## config.mk

```make
export PLATFORM = sky130hd
export DESIGN_NAME = keypad_entry
export DESIGN_NICKNAME = d
export VERILOG_FILES = /design/src/rtl/keypad_pkg.sv /design/src/rtl/keypad_scan.sv /design/src/rtl/keypad_entry.sv
export SDC_FILE = /design/constraint.sdc
export NUM_CORES = 1
export LEC_CHECK = 0
export ABC_AREA = 1
export BUFFER_PORTS_ARGS = -buffer_cell sky130_fd_sc_hd__buf_4
export CELL_PAD_IN_SITES_DETAIL_PLACEMENT = 0
export CELL_PAD_IN_SITES_GLOBAL_PLACEMENT = 1
export CORE_MARGIN = 2
export CORE_UTILIZATION = 42
export DETAILED_ROUTE_END_ITERATION = 8
export PLACE_DENSITY_LB_ADDON = 0.2
export REMOVE_ABC_BUFFERS = 1
export SLEW_MARGIN = 25
export SYNTH_ARGS = -nofsm -noshare
export SYNTH_HDL_FRONTEND = slang
export SYNTH_SLANG_ARGS = --single-unit
```

## constraint.sdc

```tcl
create_clock -name clk_50MHz -period 4.44 [get_ports clk_50MHz]
set_input_delay 0.666 -clock clk_50MHz [delete_from_list [all_inputs] [get_ports clk_50MHz]]
set_output_delay 0.666 -clock clk_50MHz [all_outputs]
set_load 0.005 [all_outputs]
```

## src/rtl/keypad_pkg.sv

```systemverilog
// Shared key codes, frame encoding and helper functions for the keypad entry block.
// Used by keypad_scan and keypad_entry (optional `#` commit feature: KEYPAD_ENTER_EN).
package keypad_pkg;

    localparam logic [3:0] KEY_STAR = 4'hE;
    localparam logic [3:0] KEY_HASH = 4'hF;

    // Frame code: bit 4 set means exactly one key was seen, bits [3:0] hold its code.
    typedef logic [4:0] frame_t;
    localparam frame_t FRAME_NONE = 5'b0_0000;

    typedef enum logic {
        ST_RELEASED = 1'b0,
        ST_HELD     = 1'b1
    } deb_state_t;

    function automatic logic [3:0] key_map(input logic [1:0] row, input logic [1:0] col);
        logic [3:0] code;
        case ({row, col})
            4'h0: code = 4'h1;
            4'h1: code = 4'h2;
            4'h2: code = 4'h3;
            4'h3: code = 4'hA;
            4'h4: code = 4'h4;
            4'h5: code = 4'h5;
            4'h6: code = 4'h6;
            4'h7: code = 4'hB;
            4'h8: code = 4'h7;
            4'h9: code = 4'h8;
            4'hA: code = 4'h9;
            4'hB: code = 4'hC;
            4'hC: code = KEY_STAR;
            4'hD: code = 4'h0;
            4'hE: code = KEY_HASH;
            default: code = 4'hD;
        endcase
        return code;
    endfunction

    // tens*10 computed as tens*8 + tens*2 so no multiplier is needed.
    function automatic logic [6:0] bcd_to_bin(input logic [7:0] bcd);
        logic [6:0] tens;
        tens = {3'b000, bcd[7:4]};
        return (tens << 3) + (tens << 1) + {3'b000, bcd[3:0]};
    endfunction

endpackage

```

## src/rtl/keypad_scan.sv

```systemverilog
// Row strobing, column synchronizer, per-frame key assembly with ghost rejection
// and press/release debounce. Emits a one-cycle key_valid with the accepted code.
//
// state       | meaning
// ------------+-------------------------------------------------------------
// ST_RELEASED | no key accepted; counting identical single-key frames
// ST_HELD     | key accepted; counting frames without that key until release
module keypad_scan
    import keypad_pkg::*;
#(
    parameter int ROW_CYCLES      = 50000,
    parameter int DEBOUNCE_FRAMES = 8
) (
    input  logic       clk_50MHz,
    input  logic       reset_button,
    input  logic [3:0] col_n,
    output logic [3:0] row_n,
    output logic       key_valid,
    output logic [3:0] key_code
);

    localparam int TW = (ROW_CYCLES > 1) ? $clog2(ROW_CYCLES) : 1;
    localparam logic [TW-1:0] ROW_LAST = TW'(ROW_CYCLES - 1);
    localparam int CW = $clog2(DEBOUNCE_FRAMES + 1);
    localparam logic [CW-1:0] DEB_TC = CW'(DEBOUNCE_FRAMES);

    logic [3:0]    col_meta, col_sync;
    logic [TW-1:0] row_timer;
    logic [1:0]    row;
    logic [1:0]    hit_cnt;
    logic [3:0]    hit_code;
    frame_t        frame_code;
    logic          frame_done;
    logic          sample;

    logic [3:0] cols_down;
    logic [2:0] row_hits;
    logic [1:0] hit_col;
    logic [2:0] total;
    logic [3:0] cur_code;

    deb_state_t    state, state_nxt;
    logic [CW-1:0] deb_cnt, deb_cnt_nxt, cnt_inc;
    frame_t        cand, cand_nxt;
    logic          valid_nxt;
    logic [3:0]    code_nxt;

    assign sample = (row_timer == ROW_LAST);
    assign row_n  = ~(4'b0001 << row);

    always_comb begin
        cols_down = ~col_sync;
        row_hits  = '0;
        hit_col   = '0;
        for (int c = 0; c < 4; c++) begin
            if (cols_down[c]) begin
                row_hits = row_hits + 3'd1;
                hit_col  = 2'(c);
            end
        end
        total    = {1'b0, hit_cnt} + row_hits;
        cur_code = (row_hits == 3'd1) ? key_map(row, hit_col) : hit_code;
    end

    always_ff @(posedge clk_50MHz or posedge reset_button) begin
        if (reset_button) begin
            col_meta   <= 4'hF;
            col_sync   <= 4'hF;
            row_timer  <= '0;
            row        <= '0;
            hit_cnt    <= '0;
            hit_code   <= '0;
            frame_code <= FRAME_NONE;
            frame_done <= 1'b0;
        end else begin
            col_meta   <= col_n;
            col_sync   <= col_meta;
            frame_done <= 1'b0;
            if (sample) begin
                row_timer <= '0;
                row       <= row + 2'd1;
                if (row == 2'd3) begin
                    frame_done <= 1'b1;
                    frame_code <= (total == 3'd1) ? {1'b1, cur_code} : FRAME_NONE;
                    hit_cnt    <= '0;
                    hit_code   <= '0;
                end else begin
                    hit_cnt  <= (total >= 3'd2) ? 2'd2 : total[1:0];
                    hit_code <= cur_code;
                end
            end else begin
                row_timer <= row_timer + 1'b1;
            end
        end
    end

    always_ff @(posedge clk_50MHz or posedge reset_button) begin
        if (reset_button) begin
            state     <= ST_RELEASED;
            deb_cnt   <= '0;
            cand      <= FRAME_NONE;
            key_valid <= 1'b0;
            key_code  <= '0;
        end else begin
            state     <= state_nxt;
            deb_cnt   <= deb_cnt_nxt;
            cand      <= cand_nxt;
            key_valid <= valid_nxt;
            key_code  <= code_nxt;
        end
    end

    always_comb begin
        state_nxt   = state;
        deb_cnt_nxt = deb_cnt;
        cand_nxt    = cand;
        valid_nxt   = 1'b0;
        code_nxt    = key_code;
        cnt_inc     = deb_cnt + CW'(1);
        if (frame_done) begin
            case (state)
                ST_RELEASED: begin
                    if (frame_code[4]) begin
                        if (frame_code != cand) cnt_inc = CW'(1);
                        if (cnt_inc == DEB_TC) begin
                            valid_nxt   = 1'b1;
                            code_nxt    = frame_code[3:0];
                            state_nxt   = ST_HELD;
                            deb_cnt_nxt = '0;
                            cand_nxt    = FRAME_NONE;
                        end else begin
                            deb_cnt_nxt = cnt_inc;
                            cand_nxt    = frame_code;
                        end
                    end else begin
                        deb_cnt_nxt = '0;
                        cand_nxt    = FRAME_NONE;
                    end
                end
                ST_HELD: begin
                    // Any frame other than the held key counts toward release.
                    if (frame_code == {1'b1, key_code}) begin
                        deb_cnt_nxt = '0;
                    end else if (cnt_inc == DEB_TC) begin
                        state_nxt   = ST_RELEASED;
                        deb_cnt_nxt = '0;
                    end else begin
                        deb_cnt_nxt = cnt_inc;
                    end
                end
                default: state_nxt = ST_RELEASED;
            endcase
        end
    end

endmodule

```

## src/rtl/keypad_entry.sv

```systemverilog
// Two-digit decimal entry from a scanned 4x4 keypad, with BCD and binary outputs.
// Define KEYPAD_ENTER_EN to commit with `#`; otherwise the second digit commits.
module keypad_entry
    import keypad_pkg::*;
#(
    parameter int ROW_CYCLES      = 50000,
    parameter int DEBOUNCE_FRAMES = 8
) (
    input  logic       clk_50MHz,
    input  logic       reset_button,
    input  logic [3:0] col_n,
    output logic [3:0] row_n,
    output logic       key_valid,
    output logic [3:0] key_code,
    output logic [7:0] entry_bcd,
    output logic [6:0] entry_bin,
    output logic       load_pulse
);

    logic [1:0] digits_entered, de_nxt, de_sat;
    logic [7:0] bcd_nxt;
    logic       lp_nxt;

    keypad_scan #(
        .ROW_CYCLES      (ROW_CYCLES),
        .DEBOUNCE_FRAMES (DEBOUNCE_FRAMES)
    ) u_scan (
        .clk_50MHz    (clk_50MHz),
        .reset_button (reset_button),
        .col_n        (col_n),
        .row_n        (row_n),
        .key_valid    (key_valid),
        .key_code     (key_code)
    );

    always_comb begin
        bcd_nxt = entry_bcd;
        de_nxt  = digits_entered;
        lp_nxt  = 1'b0;
        de_sat  = (digits_entered == 2'd2) ? 2'd2 : digits_entered + 2'd1;
        if (key_valid) begin
            if (key_code <= 4'd9) begin
                bcd_nxt = {entry_bcd[3:0], key_code};
`ifdef KEYPAD_ENTER_EN
                de_nxt  = de_sat;
`else
                if (de_sat == 2'd2) begin
                    lp_nxt = 1'b1;
                    de_nxt = 2'd0;
                end else begin
                    de_nxt = de_sat;
                end
`endif
            end else if (key_code == KEY_STAR) begin
                bcd_nxt = 8'h00;
                de_nxt  = 2'd0;
            end
`ifdef KEYPAD_ENTER_EN
            else if (key_code == KEY_HASH) begin
                lp_nxt = 1'b1;
                de_nxt = 2'd0;
            end
`endif
        end
    end

    always_ff @(posedge clk_50MHz or posedge reset_button) begin
        if (reset_button) begin
            entry_bcd      <= 8'h00;
            entry_bin      <= 7'd0;
            load_pulse     <= 1'b0;
            digits_entered <= 2'd0;
        end else begin
            entry_bcd      <= bcd_nxt;
            entry_bin      <= bcd_to_bin(bcd_nxt);
            load_pulse     <= lp_nxt;
            digits_entered <= de_nxt;
        end
    end

endmodule
```

==> qor.txt <==
DIE
------------------------------------------------------------------------------------------------------
Die extent in x                                                                                 100 um
Overall die area                                                                           10100 sq um
Core Footprint                                                                              9110 sq um
Number of primary I/O pins                                                                          31
Site row count                                                                                      35
Die span in y                                                                                   100 um
Initial standard-cell utilization of the core                                                    0.428

TIMING
------------------------------------------------------------------------------------------------------
Setup repair after global routing missed its margin                                              false
Skew final                                                                                  0.00944 ns
Sum of negative setup slack                                                                       0 ns
Setup violators final                                                                                0
Final clock period utilization by the worst path                                                 0.703
Fin crit period                                                                                3.12 ns
Count of final hold-check violations                                                                 0
Maximum clock frequency                                                                        320 MHz
Slew margin rel.                                                                                 0.592
Actual slew at the worst max-slew pin                                                         0.612 ns
Max Slew Vio Count                                                                                   0
Final hold slack                                                                              0.352 ns

LAYOUT
------------------------------------------------------------------------------------------------------
Post-route core utilization                                                                      0.491
Layout cells sized above 1                                                                       0.139
Highest-count cells in the layout ignoring fill and taps                                  sky130_fd_sc_hd__nand2_1, sky130_fd_sc_hd__inv_1, sky130_fd_sc_hd__dfrtp_1
Layout overhead on the synthesized area                                                          14.8%
Leading cell type in the layout, fill and taps excluded                                   sky130_fd_sc_hd__nand2_1
Ant. Diodes                                                                                          0
Net count reported at finish                                                                       555
Non-filler instance count after layout                                                             642

POWER AND IR DROP
------------------------------------------------------------------------------------------------------
Sequential share of power                                                                        0.503
Net switching share of the total power                                                           0.238
Combinational group share of total power                                                         0.044
Internal power contribution                                                                     979 uW
Cell area power density                                                                    287 nW/um^2
VDD IR-drop max                                                                             0.000152 V
Static Leakage                                                                              0.00239 uW
Clock power share                                                                                0.453
NetSw                                                                                           306 uW
Overall power consumption                                                                      1290 uW

LOGIC SYNTHESIS
------------------------------------------------------------------------------------------------------
Top cell type's share of synthesized area                                                        0.398
Count of warnings emitted by yosys                                                                   0
Biggest area consumer among synthesized cells                                             sky130_fd_sc_hd__dfrtp_1
Cell count after synthesis                                                                         486
Sequential area share after synthesis                                                            0.452
Number of distinct library cells after synthesis                                                    38
Syn Std Cell Area                                                                           3900 sq um
Leading post-synthesis cells by cell area                                                 sky130_fd_sc_hd__dfrtp_1, sky130_fd_sc_hd__nand2_1, sky130_fd_sc_hd__inv_1
Syn_area_per_cell                                                                           8.02 sq um
Count of state elements after synthesis                                                             70

DRT
------------------------------------------------------------------------------------------------------
Vias per Instance                                                                                 4.89
Number of optimization iterations in the first detailed-route pass                                   4
Violation count after the first detailed-routing iteration                                         105
DRC violation count after routing                                                                    0
Total number of vias                                                                              3140
Antenna-violating nets left                                                                          0
Wirelength per Cell                                                                            12.0 um
Detailed-route wire length                                                                     7.72 mm

CLOCK NETWORK
------------------------------------------------------------------------------------------------------
Clock tree buffer depth                                                                              2
Num Clock Sinks                                                                                     70
Clock transition at the register clock pins on the worst setup and hold paths after CTS        0.08 ns
Total number of H-tree levels                                                                        3
Number of setup buffers added after CTS                                                              0
Number of buffers added by the clock tree synthesis step                                             9
Cell chosen for the clock root                                                            sky130_fd_sc_hd__clkbuf_8
Resize count post-CTS                                                                                0
Hold-fix buffers at CTS                                                                              0
Clock Latency Late Sink                                                                        0.35 ns
TritonCTS clock tree                                                                             built

GLOBAL ROUTE
------------------------------------------------------------------------------------------------------
Total global routing track utilization                                                           0.170
First-pass GRT wire length                                                                     13.7 mm
Pin count of the biggest net entering global routing                                                50
Vias in the first global route                                                                    2995
Initial antenna violation count                                                                      0
Residual overflow from global routing                                                                0

SETUP PATH
------------------------------------------------------------------------------------------------------
Arrival time of data at the critical path endpoint                                             3.40 ns
Depth of the worst register-to-register path                                                        16
Data required time of the critical path                                                        4.72 ns
Endpoint type of the worst setup path                                                         register
Worst Setup Start Kind                                                                        register
Category of the critical setup timing path                                                register to register
Worst-path fanout max                                                                                6

PLACE
------------------------------------------------------------------------------------------------------
Hpwl dp                                                                                        5.64 mm
Port Buffers                                                                                        30
Placer's final routability congestion estimate                                                   0.884
Post-placement cell count                                                                          626

RUN STATUS
------------------------------------------------------------------------------------------------------
Result of the run                                                                         finished clean

MIN PATH
------------------------------------------------------------------------------------------------------
Number of instances on the worst hold path                                                           0
HP Class                                                                                  register to register

RUN
------------------------------------------------------------------------------------------------------
Max-cap viol count                                                                                   0

state kept, by name, summed over array words and instances, names as in the netlist, 5 cells and up, named ones only:
register           flops
u_scan.row_timer      16
entry_bin              6
entry_bcd              7
u_scan.cand            5
u_scan.frame_code      5
kinds of logic (layout without fill, tap and decap cells):
logic type / after synthesis / in the layout / synth area share
xor+xnor: 12 / 12 / 0.0270
buf+inv: 84 / 129 / 0.0851
flops: 70 / 70 / 0.452
compound gates: 34 / 34 / 0.0530
fa+ha+maj: 23 / 23 / 0.0777
simple gates: 263 / 263 / 0.305
path summary, 6_finish.rpt:
kind,from,end,slack (ns)
hold reg to reg,u_scan.col_meta[3]$_DFF_PP1_,u_scan.col_sync[3]$_DFF_PP1_,0.35
hold / removal,u_scan.col_meta[3]$_DFF_PP1_,u_scan.col_sync[3]$_DFF_PP1_,0.35
max in group asynchronous,reset_button,u_scan.key_code[2]$_DFFE_PP0P_,3.34
setup / recovery,u_scan.col_sync[1]$_DFF_PP1_,u_scan.frame_code[1]$_DFFE_PP0P_,1.32
min in group asynchronous,reset_button,u_scan.hit_cnt[1]$_DFFE_PP0N_,0.39
setup reg to reg,u_scan.col_sync[1]$_DFF_PP1_,u_scan.frame_code[1]$_DFFE_PP0P_,1.32
critical path: stages (launching register included):
cell and delay (ns):
sky130_fd_sc_hd__dfstp_2 0.54, sky130_fd_sc_hd__inv_1 0.05, sky130_fd_sc_hd__ha_1 0.32, sky130_fd_sc_hd__inv_1 0.07
sky130_fd_sc_hd__nand2_1 0.05, sky130_fd_sc_hd__nand2_1 0.13, sky130_fd_sc_hd__inv_1 0.06, sky130_fd_sc_hd__ha_1 0.29
sky130_fd_sc_hd__or2_2 0.28, sky130_fd_sc_hd__o21ai_2 0.11, sky130_fd_sc_hd__inv_1 0.09, sky130_fd_sc_hd__fa_1 0.47
sky130_fd_sc_hd__nor2_1 0.12, sky130_fd_sc_hd__nand3_1 0.18, sky130_fd_sc_hd__nor2_4 0.18, sky130_fd_sc_hd__nand2_1 0.07
sky130_fd_sc_hd__nand2_1 0.05
through the flow:
step	instance area [sq um]	worst slack (ns)
after detailed placement	4250	1.33
after global placement	4250	1.44
final	4470	1.32
after CTS	4470	1.30
after global routing	4470	1.10
after floorplan	3880	1.54
synth_stat cells (all sizes together):
cell type  count
or2            2
o22ai          4
inv           80
dfrtp         62
nand2        154
dfstp          8
buf            2
nor2          39
nand4         15
nor3           6
fa             2
a21oi          4
nand3         41
xnor2          3
o21ai         22
a31oi          1
o211ai         2
xor2           9
o31ai          1
nor4           5
nand3b         1
ha            21
clkinv         2
metal layers:
layer / track usage / vias up / routed length, um
met3: 0.0279 / 6 / 196
met5: 0 / - / 0
met2: 0.263 / 44 / 3480
met1: 0.242 / 1462 / 3970
met4: 0.0601 / 0 / 80
li1: - / 1628 / -
power groups by stage:
stage | combinational, uW | clock [uW] | sequential [uW]
5_1_grt | 65.6 | 627 | 647
3_5_place_dp | 58.2 | 0 | 658
2_1_floorplan | 41.7 | 0 | 658
6_report | 56.7 | 583 | 646
4_1_cts | 58.6 | 599 | 646
3_3_place_gp | 56.4 | 0 | 658
cell type report:
| class | instances | area (sq um) |
|---|---|---|
| repair buffers | 31 | 233 |
| fillers | 901 | 4630 |
| flip-flops and latches | 70 | 1760 |
| well taps | 111 | 139 |
| clock inverters | 7 | 97.6 |
| inverters | 82 | 315 |
| clock buffers | 9 | 124 |
| multi-input cells | 332 | 1800 |
Power figures use the tool's default switching activity.
